File: config.mk
export PLATFORM = sky130hd
export DESIGN_NAME = bus_decoder_flat
export DESIGN_NICKNAME = d
export VERILOG_FILES = /design/src/rtl/bus_pkg.sv /design/src/rtl/bus_decoder_if.sv /design/src/rtl/bus_timer.sv /design/src/rtl/bus_decoder.sv /design/src/flat_wrapper.sv
export SDC_FILE = /design/constraint.sdc
export NUM_CORES = 1
export LEC_CHECK = 0
export BUFFER_PORTS_ARGS = -buffer_cell sky130_fd_sc_hd__buf_4
export CAP_MARGIN = 20
export CORE_MARGIN = 4
export CORE_UTILIZATION = 35
export DETAILED_ROUTE_END_ITERATION = 10
export HOLD_SLACK_MARGIN = 0.12
export MAX_ROUTING_LAYER = met4
export PLACE_DENSITY = 0.63
export SLEW_MARGIN = 20
export SYNTH_ARGS = -nofsm -noshare
export SYNTH_HDL_FRONTEND = slang
export SYNTH_SLANG_ARGS = --single-unit
File: constraint.sdc
create_clock -name CLK -period 2.2 [get_ports CLK]
set_clock_uncertainty 0.15 [all_clocks]
set_input_delay 0.55 -clock CLK [delete_from_list [all_inputs] [get_ports CLK]]
set_output_delay 0.55 -clock CLK [all_outputs]
set_load 0.05 [all_outputs]
File: src/rtl/bus_pkg.sv
// Shared address map, timing defaults, FSM encoding and decode helper
// for the CPU bus decoder.
package bus_pkg;

  localparam int unsigned ADDR_W = 24;

  localparam logic [ADDR_W-1:0] DRAM_BASE  = 24'h000000;
  localparam logic [ADDR_W-1:0] DRAM_LIMIT = 24'h3FFFFF;
  localparam logic [ADDR_W-1:0] IO_BASE    = 24'hE00000;
  localparam logic [ADDR_W-1:0] IO_LIMIT   = 24'hEFFFFF;
  localparam logic [ADDR_W-1:0] ROM_BASE   = 24'hF00000;
  localparam logic [ADDR_W-1:0] ROM_LIMIT  = 24'hFFFFFF;

  localparam int unsigned ROM_WAIT_DEF     = 2;
  localparam int unsigned IO_WAIT_DEF      = 4;
  localparam int unsigned BERR_TIMEOUT_DEF = 64;
  localparam int unsigned BOOT_CYCLES_DEF  = 4;

  localparam int unsigned ST_W = 2;
  localparam logic [ST_W-1:0] ST_IDLE   = 2'd0;
  localparam logic [ST_W-1:0] ST_ACTIVE = 2'd1;
  localparam logic [ST_W-1:0] ST_TERM   = 2'd2;

  typedef enum logic [1:0] {
    REGION_NONE,
    REGION_DRAM,
    REGION_ROM,
    REGION_IO
  } region_e;

  // Windows are naturally aligned power-of-two blocks, so a mask test suffices
  function automatic logic in_window(logic [ADDR_W-1:0] a,
                                     logic [ADDR_W-1:0] base,
                                     logic [ADDR_W-1:0] limit);
    return (a & ~(base ^ limit)) == base;
  endfunction

  function automatic region_e decode(logic [ADDR_W-1:1] addr, logic overlay);
    logic [ADDR_W-1:0] a;
    a = {addr, 1'b0};
    if (in_window(a, DRAM_BASE, DRAM_LIMIT)) return overlay ? REGION_ROM : REGION_DRAM;
    if (in_window(a, IO_BASE, IO_LIMIT))     return REGION_IO;
    if (in_window(a, ROM_BASE, ROM_LIMIT))   return REGION_ROM;
    return REGION_NONE;
  endfunction

endpackage

File: src/rtl/bus_decoder_if.sv
// CPU-side bus signals seen by the decoder; all strobes and selects active-low.
interface bus_decoder_if;
  import bus_pkg::*;

  logic              AS;
  logic              UDS;
  logic              LDS;
  logic              RW;
  logic [ADDR_W-1:1] ADDR_IN;
  logic              DTACK_DRAM;
  logic              CS_DRAM;
  logic              CS_ROM;
  logic              CS_IO;
  logic              DTACK;
  logic              BERR;

  modport master (
    output AS, UDS, LDS, RW, ADDR_IN, DTACK_DRAM,
    input  CS_DRAM, CS_ROM, CS_IO, DTACK, BERR
  );

  modport slave (
    input  AS, UDS, LDS, RW, ADDR_IN, DTACK_DRAM,
    output CS_DRAM, CS_ROM, CS_IO, DTACK, BERR
  );
endinterface

File: src/rtl/bus_timer.sv
// Wait-state down-counter and non-wrapping bus-error timeout counter.
module bus_timer #(
  parameter int unsigned WAIT_W  = 3,
  parameter int unsigned TIMEOUT = 64
) (
  input  logic              CLK,
  input  logic              RST,
  input  logic              load,
  input  logic [WAIT_W-1:0] load_val,
  input  logic              run,
  output logic              wait_zero_c,
  output logic              timeout_c
);

  localparam int unsigned TO_W = $clog2(TIMEOUT) + 1;

  logic [WAIT_W-1:0] wait_q;
  logic [TO_W-1:0]   tcnt_q;

  // Timeout counter saturates at TIMEOUT rather than wrapping
  always_ff @(posedge CLK or negedge RST) begin
    if (!RST) begin
      wait_q <= '0;
      tcnt_q <= '0;
    end else if (load) begin
      wait_q <= load_val;
      tcnt_q <= '0;
    end else if (run) begin
      if (wait_q != '0) wait_q <= wait_q - WAIT_W'(1);
      if (tcnt_q != TO_W'(TIMEOUT)) tcnt_q <= tcnt_q + TO_W'(1);
    end
  end

  assign wait_zero_c = (wait_q == '0);
  // Flags the ACTIVE edge on which the count reaches TIMEOUT
  assign timeout_c   = (tcnt_q == TO_W'(TIMEOUT - 1));

endmodule

File: src/rtl/bus_decoder.sv
// Address decoder and cycle terminator: chip selects, wait-state DTACK,
// DRAM acknowledge pass-through, boot ROM overlay and bus-error timeout.
module bus_decoder
  import bus_pkg::*;
#(
  parameter int unsigned ROM_WAIT     = ROM_WAIT_DEF,
  parameter int unsigned IO_WAIT      = IO_WAIT_DEF,
  parameter int unsigned BERR_TIMEOUT = BERR_TIMEOUT_DEF,
  parameter int unsigned BOOT_CYCLES  = BOOT_CYCLES_DEF
) (
  input logic          CLK,
  input logic          RST,
  bus_decoder_if.slave bus
);

  localparam int unsigned MAX_WAIT = (ROM_WAIT > IO_WAIT) ? ROM_WAIT : IO_WAIT;
  localparam int unsigned WAIT_W   = $clog2(MAX_WAIT + 1) + 1;
  localparam int unsigned BOOT_W   = $clog2(BOOT_CYCLES + 1) + 1;

  logic [ST_W-1:0]   state_q, state_d;
  region_e           region_q, region_d;
  logic              wr_q, wr_d;
  logic              cs_dram_q, cs_dram_d;
  logic              cs_rom_q, cs_rom_d;
  logic              cs_io_q, cs_io_d;
  logic              dtack_q, dtack_d;
  logic              berr_q, berr_d;
  logic [BOOT_W-1:0] boot_q, boot_d;

  logic              tmr_load;
  logic              tmr_run;
  logic [WAIT_W-1:0] tmr_val;
  logic              wait_zero_c;
  logic              timeout_c;
  logic              done_c;
  logic              overlay_c;
  region_e           dec_region_c;
  logic              unused_strobes;

  assign unused_strobes = bus.UDS & bus.LDS;
  assign overlay_c      = (boot_q < BOOT_W'(BOOT_CYCLES));
  assign dec_region_c   = decode(bus.ADDR_IN, overlay_c);

  bus_timer #(
    .WAIT_W  (WAIT_W),
    .TIMEOUT (BERR_TIMEOUT)
  ) u_timer (
    .CLK         (CLK),
    .RST         (RST),
    .load        (tmr_load),
    .load_val    (tmr_val),
    .run         (tmr_run),
    .wait_zero_c (wait_zero_c),
    .timeout_c   (timeout_c)
  );

  always_ff @(posedge CLK or negedge RST) begin
    if (!RST) begin
      state_q   <= ST_IDLE;
      region_q  <= REGION_NONE;
      wr_q      <= 1'b0;
      cs_dram_q <= 1'b1;
      cs_rom_q  <= 1'b1;
      cs_io_q   <= 1'b1;
      dtack_q   <= 1'b1;
      berr_q    <= 1'b1;
      boot_q    <= '0;
    end else begin
      state_q   <= state_d;
      region_q  <= region_d;
      wr_q      <= wr_d;
      cs_dram_q <= cs_dram_d;
      cs_rom_q  <= cs_rom_d;
      cs_io_q   <= cs_io_d;
      dtack_q   <= dtack_d;
      berr_q    <= berr_d;
      boot_q    <= boot_d;
    end
  end

  // Next state; AS released in ACTIVE or TERM ends the cycle ahead of any other event
  always_comb begin
    state_d   = state_q;
    region_d  = region_q;
    wr_d      = wr_q;
    cs_dram_d = cs_dram_q;
    cs_rom_d  = cs_rom_q;
    cs_io_d   = cs_io_q;
    dtack_d   = dtack_q;
    berr_d    = berr_q;
    boot_d    = boot_q;
    tmr_load  = 1'b0;
    tmr_run   = 1'b0;
    tmr_val   = WAIT_W'(ROM_WAIT);
    done_c    = 1'b0;

    case (state_q)
      ST_IDLE: begin
        if (!bus.AS) begin
          region_d  = dec_region_c;
          wr_d      = !bus.RW;
          cs_dram_d = (dec_region_c != REGION_DRAM);
          cs_rom_d  = (dec_region_c != REGION_ROM);
          cs_io_d   = (dec_region_c != REGION_IO);
          tmr_load  = 1'b1;
          tmr_val   = (dec_region_c == REGION_IO) ? WAIT_W'(IO_WAIT) : WAIT_W'(ROM_WAIT);
          state_d   = ST_ACTIVE;
        end
      end
      ST_ACTIVE: begin
        tmr_run = 1'b1;
        if (bus.AS) begin
          done_c = 1'b1;
        end else if (region_q == REGION_ROM && wr_q) begin
          berr_d  = 1'b0;
          state_d = ST_TERM;
        end else if (region_q == REGION_DRAM && !bus.DTACK_DRAM) begin
          dtack_d = 1'b0;
          state_d = ST_TERM;
        end else if ((region_q == REGION_ROM || region_q == REGION_IO) && wait_zero_c) begin
          dtack_d = 1'b0;
          state_d = ST_TERM;
        end else if (timeout_c) begin
          berr_d  = 1'b0;
          state_d = ST_TERM;
        end
      end
      ST_TERM: begin
        if (bus.AS) done_c = 1'b1;
      end
      default: state_d = ST_IDLE;
    endcase

    if (done_c) begin
      cs_dram_d = 1'b1;
      cs_rom_d  = 1'b1;
      cs_io_d   = 1'b1;
      dtack_d   = 1'b1;
      berr_d    = 1'b1;
      state_d   = ST_IDLE;
      if (boot_q != BOOT_W'(BOOT_CYCLES)) boot_d = boot_q + BOOT_W'(1);
    end
  end

  assign bus.CS_DRAM = cs_dram_q;
  assign bus.CS_ROM  = cs_rom_q;
  assign bus.CS_IO   = cs_io_q;
  assign bus.BERR    = berr_q;
  // DRAM acknowledge passes straight through, but never alongside a bus error
  assign bus.DTACK   = dtack_q & ~(~cs_dram_q & ~bus.DTACK_DRAM & berr_q);

endmodule

File: src/flat_wrapper.sv
// flat-port wrapper written by rule: the top's interface ports become plain ports
module bus_decoder_flat import bus_pkg::*;
#(
  parameter int unsigned ROM_WAIT     = ROM_WAIT_DEF,
  parameter int unsigned IO_WAIT      = IO_WAIT_DEF,
  parameter int unsigned BERR_TIMEOUT = BERR_TIMEOUT_DEF,
  parameter int unsigned BOOT_CYCLES  = BOOT_CYCLES_DEF
)
  (CLK, RST, bus_AS, bus_UDS, bus_LDS, bus_RW, bus_ADDR_IN, bus_DTACK_DRAM, bus_CS_DRAM, bus_CS_ROM, bus_CS_IO, bus_DTACK, bus_BERR);
  bus_decoder_if bus_i ();
  input logic CLK;
  input logic RST;
  input wire logic [$bits(bus_i.AS)-1:0] bus_AS;
  input wire logic [$bits(bus_i.UDS)-1:0] bus_UDS;
  input wire logic [$bits(bus_i.LDS)-1:0] bus_LDS;
  input wire logic [$bits(bus_i.RW)-1:0] bus_RW;
  input wire logic [$bits(bus_i.ADDR_IN)-1:0] bus_ADDR_IN;
  input wire logic [$bits(bus_i.DTACK_DRAM)-1:0] bus_DTACK_DRAM;
  output wire logic [$bits(bus_i.CS_DRAM)-1:0] bus_CS_DRAM;
  output wire logic [$bits(bus_i.CS_ROM)-1:0] bus_CS_ROM;
  output wire logic [$bits(bus_i.CS_IO)-1:0] bus_CS_IO;
  output wire logic [$bits(bus_i.DTACK)-1:0] bus_DTACK;
  output wire logic [$bits(bus_i.BERR)-1:0] bus_BERR;
  assign bus_i.AS = bus_AS;
  assign bus_i.UDS = bus_UDS;
  assign bus_i.LDS = bus_LDS;
  assign bus_i.RW = bus_RW;
  assign bus_i.ADDR_IN = bus_ADDR_IN;
  assign bus_i.DTACK_DRAM = bus_DTACK_DRAM;
  assign bus_CS_DRAM = bus_i.CS_DRAM;
  assign bus_CS_ROM = bus_i.CS_ROM;
  assign bus_CS_IO = bus_i.CS_IO;
  assign bus_DTACK = bus_i.DTACK;
  assign bus_BERR = bus_i.BERR;
  bus_decoder #(.ROM_WAIT(ROM_WAIT), .IO_WAIT(IO_WAIT), .BERR_TIMEOUT(BERR_TIMEOUT), .BOOT_CYCLES(BOOT_CYCLES)) u_core (.CLK(CLK), .RST(RST), .bus(bus_i));
endmodule
After elaboration in Yosys (flattened, before gate mapping)
Index checks and enable logic that the tools add are counted.
Word-level totals
  register bits after elaboration: 25
  input bits: 30
  output and inout port bits: 5
  word-level logic and storage cells: 127
Cells by class
  add/sub/neg operators: 3
  magnitude comparators: 1
  equality and inequality tests: 22
  mux-type cells: 57
  bitwise operators: 7
  reduce and logical (&&, ||, !) cells: 26
Operators by type and width (count)
  1-bit two-way mux: 33
  2-bit two-way mux: 14
  24-bit logical NOT: 1
  7-bit two-way mux: 3
  4-bit two-way mux: 5
  2-bit AND reduction: 5
  2-bit nonzero test: 5
  2-bit equality test (second input constant): 4
  4-bit equality test (second input constant): 2
  2-bit by 1-bit != test with 1-bit output (second input constant): 4
  4-bit AND reduction: 2
  7-bit by 1-bit adder with 7-bit output (second input constant): 1
  7-bit by 6-bit equality test with 1-bit output (second input constant): 1
  7-bit != test (second input constant): 1
  3-bit by 1-bit != test with 1-bit output (second input constant): 2
  3-bit by 2-bit != test with 1-bit output (second input constant): 2
  6-bit by 1-bit != test with 1-bit output (second input constant): 1
  2-bit case mux with 3 select lines: 1
  3-bit nonzero test: 2
  5-bit AND reduction: 1
  4-bit by 1-bit adder with 4-bit output (second input constant): 1
  2-bit by 1-bit equality test with 1-bit output (second input constant): 2
  4-bit logical NOT: 1
  4-bit by 3-bit less-than comparator with 1-bit output (second input constant): 1
  other kinds (12): 21

Depth between registers and ports, before layout
Gate-level depths: netlist (run 1).
  word-level depth: 13
  gate-level depth with buffers: 7
  mapped depth without buffers: 6

Modules after synthesis
A second synthesis (run 1) with hierarchy kept.
Second synthesis, totals
  cell total of the unflattened synthesis: 156
  area, all modules: 1467.7 um2
Modules (own cells, without submodules)
  bus_decoder: instances 1, cells each 82, area each 777.0 um2, sequential area each 356.6 um2
  bus_timer: instances 1, cells each 74, area each 690.7 um2, sequential area each 275.3 um2

Worst setup path before layout (run 1)
Ideal clock, no wire load.
  kind: register to output
  start point: reg u_core.cs_dram_q (netlist: u_core.bus.CS_DRAM)
  end point: out bus_DTACK
  data arrival time: 1907 ps
  data required time: 1500 ps
  slack: -407 ps
  stages on the path, launching flop included: 3
  buffers on the path: 0
  cell sequence: dfstp_2 > nor2_1 > a21boi_0
Between the ends
  word-level cells in the longest chain between the ends: 5
Ends and longest elaborated chain
  start: declaration: RTL line bus_decoder.sv:23  | logic cs_dram_q, cs_dram_d;
  start signal: assignment: RTL line bus_decoder.sv:72  | cs_dram_q <= cs_dram_d;
  1-bit NOT: RTL line bus_decoder.sv:150  | assign bus.DTACK = dtack_q & ~(~cs_dram_q & ~bus.DTACK_DRAM & berr_q);
  1-bit bitwise AND (2 in a row): RTL line bus_decoder.sv:150
  1-bit NOT: RTL line bus_decoder.sv:150
  1-bit bitwise AND: RTL line bus_decoder.sv:150
  end: declaration: RTL line flat_wrapper.sv:22  | output wire logic [$bits(bus_i.DTACK)-1:0] bus_DTACK;
Every way passes these cells.

Final worst setup path (run 1)
Ends and elaborated chain as after synthesis.

==> results of run 1 <==
==> logic make-up (layout without fill, tap and decap cells) <==
logic type	after synthesis	count (layout)
AOI/OAI and AO/OA	37	37
muxes	5	5
DFF	25	25
adders and majority gates	10	10
xor gates and xnor gates	6	6
buffers and inverters	15	31
and+or+nand+nor	48	48
==> state kept, by name (all words and copies together), names as in the netlist <==
name                   cells
u_core.boot_q              4
u_core.bus.BERR            1
u_core.bus.CS_DRAM         1
u_core.bus.CS_IO           1
u_core.bus.CS_ROM          1
u_core.dtack_q             1
u_core.region_q            2
u_core.state_q             2
u_core.u_timer.tcnt_q      7
u_core.u_timer.wait_q      4
u_core.wr_q                1
==> stage by stage <==
step	utilization [%]	setup WS [ns]	hold slack [ns]
floorplan	-	0.237	0.104
global placement	41.2	0.344	0.323
detailed placement	41.2	0.341	0.325
CTS	42.7	0.238	0.314
global route	42.7	0.0363	0.322
finish	42.7	0.251	0.320
==> power groups by stage <==
stage	registers, mW	logic (mW)	clock network [mW]
floorplan	0.872	0.687	0
global placement	0.796	0.974	0
detailed placement	0.804	1.01	0
CTS	0.796	1.01	0.285
global route	0.827	1.13	0.310
finish	0.800	1.00	0.267
==> how the worst max path moves through the flow <==
stage / end / slack (ns)
6_report: bus_DTACK / 0.25
5_1_grt: u_core.u_timer.wait_q[2] / 0.04
4_1_cts: bus_DTACK / 0.24
3_5_place_dp: u_core.u_timer.wait_q[2] / 0.34
3_3_place_gp: u_core.u_timer.wait_q[2] / 0.34
2_1_floorplan: bus_DTACK / 0.24
==> final cells by class <==
| type | count | area [um^2] |
|---|---|---|
| fillers | 369 | 2140 |
| multi-input cells | 106 | 702 |
| flip-flops and latches | 25 | 632 |
| repair buffers | 15 | 115 |
| well taps | 48 | 60.1 |
| clock buffers | 4 | 45.0 |
| inverters | 12 | 45.0 |
==> Yosys cell counts (2+ instances only) <==
master    count
o21ai_0      13
nand2b_1      2
nor4_1        2
a31oi_1       3
a31o_2        2
a21boi_0      4
nand2_1      12
nor2_1       16
mux2i_1       3
inv_1        12
nand3_1       2
clkbuf_1      2
nand4_1       3
xor2_1        3
xnor2_1       3
a21oi_1      10
mux2_2        2
ha_1         10
dfstp_2       5
nor3_1        2
dfrtp_1      20
==> repair_timing <==
item                                    4_1_cts  5_1_grt
hold buffers                                  1        0
endpoints found under the setup margin        0        0
hold endpoints to repair                     20        0
==> metal layers <==
layer | part of all wire [%] | track usage (%)
met1 | 44 | 15.0
met2 | 47 | 18.1
met5 | 0 | -
met3 | 7.0 | 3.69
met4 | 1.1 | 3.76
==> out/qor.yml, run 1 <==
power:
  power.share.sequential_pct: 38.7
  internal-power_mw: 1.19
  powerDensity_nw_per_um2: 1290
  sw_frac_of_total_pct: 42.5
  p_leak_nw: 0.714
  p_sw_mw: 0.878
  total_power_mw: 2.07
  ir_drop_uv: 715
  p_clk_share_pct: 12.9
  comb_power_share_pct: 48.4
routing:
  drc: 0
  vias: 1087
  wl_um: 2710
  firstDrtPassIters: 4
  ant_nets: 0
  drtIter0Drc: 35
  via_per_inst: 5.18
  wl_per_cell_um: 12.9
worst_setup_path:
  worst_ep_arrival_time_ns: 1.25
  path_depth: 3
  critPathBufInv: 1
  max_stage_delay_ns: 0.57
  crit_start: "u_core.bus.CS_DRAM"
  r2r_start: "u_core.state_q[1]"
  path_class: "register to output port"
  cp-start-kind: "register"
  reg2reg_to: "u_core.u_timer.wait_q[2]"
  cp.required_ns: 1.50
  reg2reg_slack_ns: 0.30
  cp_cell_sequence: "nor2_1 > a21boi_2 > buf_4"
  rr_worst_depth: 5
  path_delay_family: "flip-flops"
  crit_fanout: 3
  slowest_stage: "dfstp_2"
  end_kind: "output port"
logic_synthesis:
  synth_warnings: 0
  netlist_area_um2: 1390
  synth_area_leaders: "dfrtp_1 36%, dfstp_2 9.5%, ha_1 9.0%"
  synthMuxAreaShare_pct: 3.79
  synth_edf_count: 0
  synthArstFlopShare_pct: 100
  synth-compound-area-share_pct: 16.2
  avgSynthCellArea_um2: 9.50
  synthAdderAreaFrac_pct: 9.02
  synth_top_area_share_pct: 36.1
  synth_top_family_by_area: "simple AND/OR/NAND/NOR gates"
  yosysSeqAreaShare_pct: 45.5
  synth-xor-area-share_pct: 3.79
  synthSimpleGateAreaFrac_pct: 17.5
  synth_area_leader_cell: "dfrtp_1"
  ys_types: 36
  syn_inst: 146
  synth_ff_type: "dfrtp_1"
  syn_nets: 186
  ys_seq_elements: 25
sta:
  period_minus_slack_ns: 1.95
  slew_viol_final: 0
  setup_viol: 0
  rsz0062_at_grt: "false"
  finalHoldViolations: 0
  slew-limit-headroom_pct: 64.6
  tightest_slew_ns: 0.530
  min_period_over_period_pct: 88.6
  fin_setup_tns_ns: 0
  max_freq_ghz: 0.513
floorplan:
  die_y_um: 71.0
  coreArea_um2: 3740
  die_x_um: 71.0
  initial_core_util_pct: 37.1
  rows: 22
  die_area_um2: 5040
  ioPinCount: 35
place:
  placed_cells: 205
  gp_congestion: 0.815
  io_buffer_count: 13
  post_dp_cell_area_um2: 1540
  hpwlAfterDp_um: 2060
clock_network:
  post_cts_resized: 0
  clk-insertion-delay-late_ns: 0.27
  cts-htree-levels: 1
  cts.sink_count: 25
  cts_setup_buffers: 0
  cts_root_buffer: "clkbuf_8"
  cts_made_buffers: 3
  clk_pin_slew_ns: 0.08
  clock_path_buffers: 2
  cts_tree: "built"
global_route:
  antenna_found_initial: 0
  grt_overflow_total: 0
  grt_usage_pct: 11.9
  grt_pass1_vias: 1034
  grt_max_degree: 26
  grt_pass1_wl_um: 4600
layout:
  final_area_um2: 1600
  final_cells: 210
  drive_gt1_share_pct: 18.5
  antenna_cells: 0
  final_common_cell: "dfrtp_1"
  nNetsFinal: 203
  final_cell_mix: "20 x dfrtp_1, 16 x nor2_1, 14 x buf_4"
  area_delta_synth_final_pct: 15.2
flow_run:
  drv_cap: 0
hold_path:
  hp-class: "primary input to register"
  holdPathStages: 2
  hold_start: "bus_RW"
  hold_end: "u_core.wr_q"
outcome:
  status: "finished, final reports clean"
Note: power is estimated with default switching activity, not from simulation.
==> run 2, diff against run 1 <==
--- a/config.mk
+++ b/config.mk
@@ -12,8 +12,9 @@
 export DETAILED_ROUTE_END_ITERATION = 10
 export HOLD_SLACK_MARGIN = 0.12
 export MAX_ROUTING_LAYER = met4
-export PLACE_DENSITY = 0.63
+export PLACE_DENSITY = 0.62
 export SLEW_MARGIN = 20
 export SYNTH_ARGS = -nofsm -noshare
 export SYNTH_HDL_FRONTEND = slang
+export SYNTH_HIERARCHICAL = 1
 export SYNTH_SLANG_ARGS = --single-unit
==> out/qor.yml, run 2 <==
outcome:
  status: "finished, final reports clean"
routing:
  firstDrtPassIters: 4  # unchanged
  wl_per_cell_um: 14.0  # +8.4%
  wl_um: 3170  # +17%
  drc: 0  # unchanged
  via_per_inst: 5.35  # +3.3%
  drtIter0Drc: 68  # +94%
  vias: 1214  # +12%
  ant_nets: 0  # unchanged
logic_synthesis:
  avgSynthCellArea_um2: 9.41  # -1.0%
  syn_inst: 156  # +6.8%
  yosysSeqAreaShare_pct: 43.1  # -2.5 points
  synth_ff_type: "dfrtp_1"
  netlist_area_um2: 1470  # +5.8%
  synth-compound-area-share_pct: 16.5  # +0.31 points
  yosys-top-cells-count: "20 x dfrtp_1, 16 x nand2_1, 13 x inv_1"
  synth_edf_count: 0  # unchanged
  synthMuxAreaShare_pct: 2.30  # -1.5 points
  synth_area_leader_cell: "dfrtp_1"
  synth_top_family_by_area: "simple AND/OR/NAND/NOR gates"
  synth_top_area_share_pct: 34.1  # -2.0 points
  yosysMostFrequentCell: "dfrtp_1"
  ys_seq_elements: 25  # unchanged
  synth-xor-area-share_pct: 2.98  # -0.80 points
  synthAdderAreaFrac_pct: 6.82  # -2.2 points
  synth_area_leaders: "dfrtp_1 34%, dfstp_2 9.0%, ha_1 6.8%"
  synth_warnings: 6  # +6
  ys_types: 44  # +22%
  synthSimpleGateAreaFrac_pct: 23.1  # +5.6 points
  synthArstFlopShare_pct: 100  # unchanged
layout:
  final_cell_mix: "20 x dfrtp_1, 19 x buf_4, 16 x nand2_1"
  regMostFlops: "u_core/u_timer/tcnt_q"
  reg_top3: "u_core/u_timer/tcnt_q: 7 flops, u_core/boot_q: 4 flops, u_core/u_timer/wait_q: 4 flops"
  antenna_cells: 0  # unchanged
  area_delta_synth_final_pct: 16.9
  largest_reg_flops: 7  # unchanged
  drive_gt1_share_pct: 19.2  # +0.69 points
  nNetsFinal: 216  # +6.4%
  final_common_cell: "dfrtp_1"
  utilization_pct: 42.6  # -0.14 points
place:
  hpwlAfterDp_um: 2320  # +13%
  gp_congestion: 0.819  # +0.52%
  place_ws_ns: 0.236  # -0.104 ns
  io_buffer_count: 13  # unchanged
worst_setup_path:
  r2r_start: "u_core/u_timer/wait_q[0]"
  cp_cell_sequence: "inv_1 > ha_1 > nor3b_1 > buf_4 > o21ai_1 > a41oi_1 > mux2_1"
  path_depth: 7  # +4
  worst_ep_arrival_time_ns: 2.04  # +0.79 ns
  rr_worst_depth: 7  # +2
  reg2reg_slack_ns: 0.17  # -0.13 ns
  slowest_stage: "dfrtp_1"
  path_delay_family: "flip-flops"
  cp.required_ns: 2.21  # +0.71 ns
  critPathBufInv: 2  # +1
  end_kind: "register"
  endpoint: "u_core/state_q[0]"
  crit_start: "u_core/u_timer/wait_q[0]"
  path_class: "register to register"
  crit_fanout: 6  # +3
  reg2reg_to: "u_core/state_q[0]"
  max_stage_delay_ns: 0.42  # -0.15 ns
  cp-start-kind: "register"
clock_network:
  clk_pin_slew_ns: 0.09  # about the same
  clk-insertion-delay-late_ns: 0.28  # about the same
  cts_made_buffers: 3  # unchanged
  clock_path_buffers: 2  # unchanged
  cts_tree: "built"
  cts-htree-levels: 1  # unchanged
  cts.sink_count: 25  # unchanged
  cts_root_buffer: "clkbuf_8"
global_route:
  grt_max_degree: 26  # unchanged
  grt_pass1_vias: 1255  # +21%
  grt_pass1_wl_um: 5560  # +21%
  antenna_found_initial: 0  # unchanged
  grt_usage_pct: 13.6  # +1.8 points
  grt_overflow_total: 0  # unchanged
flow_run:
  drv_cap: 0  # unchanged
sta:
  finalHoldViolations: 0  # unchanged
  slew_viol_final: 0  # unchanged
  max_freq_ghz: 0.492  # -4.1%
  period_minus_slack_ns: 2.03  # +0.0830 ns
  whs_ns: 0.298  # -0.0225 ns
  min_period_over_period_pct: 92.4  # +3.8 points
  fin_setup_tns_ns: 0  # unchanged
  setup_viol: 0  # unchanged
  rsz0062_at_grt: "false"
  worst_slack_ns: 0.168  # -0.0830 ns
power:
  powerDensity_nw_per_um2: 1330  # +2.5%
  p_leak_nw: 0.763  # +6.9%
  ir_drop_uv: 623  # -13%
  total_power_mw: 2.27  # +10%
floorplan:
  die_area_um2: 5290  # +5.1%
  die_x_um: 72.8  # +2.5%
  coreArea_um2: 4030  # +7.6%
  ioPinCount: 35  # unchanged
  die_y_um: 72.8  # +2.5%
  rows: 23  # +4.5%
  initial_core_util_pct: 36.4  # -0.64 points
hold_path:
  hp-class: "primary input to register"
-- run 2: cell types whose count changed in the layout (fill, tap and decap cells not counted), moves of 3 or more --
cell	delta
a21oi_1	-3
o21ai_0	-7
nor2_1	-5
nand3_1	+3
o21ai_1	+3
o211ai_1	+3
mux2i_1	-3
buf_4	+5
nor3b_1	+3
nand2_1	+4
-- run 2: routing by layer --
| metal | vias up | global-route usage [%] | share of wire [%] |
|---|---|---|---|
| li1 | 594 | - | - |
| met4 | 0 | 5.12 | 1.3 |
| met2 | 23 | 21.6 | 47 |
| met1 | 593 | 17.4 | 48 |
| met3 | 4 | 2.34 | 3.6 |
| met5 | - | - | 0 |
-- run 2: area by class of cell --
type                    count  area [um^2]
clock buffers               4         45.0
fillers                   405         2310
inverters                  14         52.6
multi-input cells         114          771
flip-flops and latches     25          632
well taps                  50         62.6
repair buffers             20          153
-- run 2: worst min-delay path by stage --
stage           start                        to  depth (start not counted)
2_1_floorplan     RST          u_core/boot_q[0]                          0
3_3_place_gp      RST  u_core/u_timer/tcnt_q[0]                          1
3_5_place_dp      RST  u_core/u_timer/tcnt_q[0]                          1
4_1_cts        bus_RW               u_core/wr_q                          2
5_1_grt        bus_RW               u_core/wr_q                          2
6_report       bus_RW               u_core/wr_q                          2
-- run 2: through the flow --
step                cells  cell area (um^2)
detailed placement    222              1660
CTS                   227              1720
global placement      222              1660
finish                227              1720
global route          227              1720
floorplan             157              1480
-- run 2: repair_timing --
item,in CTS,in global routing
resized for setup,0,0
hold endpoints to repair,20,0
buffers inserted,0,0
hold buffers,1,0
-- run 2: logic make-up after synthesis --
family | Yosys count
and+or+nand+nor | 60
AOI/OAI and AO/OA | 36
DFF | 25
buffers and inverters | 18
adders and majority gates | 8
xor gates and xnor gates | 5
muxes | 3
other | 1
-- run 2: power by group --
group / internal (mW) / leakage (nW) / switching [mW]
Clock: 0.130 / 0.0228 / 0.155
Sequential: 0.656 / 0.308 / 0.161
Combinational: 0.496 / 0.433 / 0.675
Total: 1.28 / 0.763 / 0.992
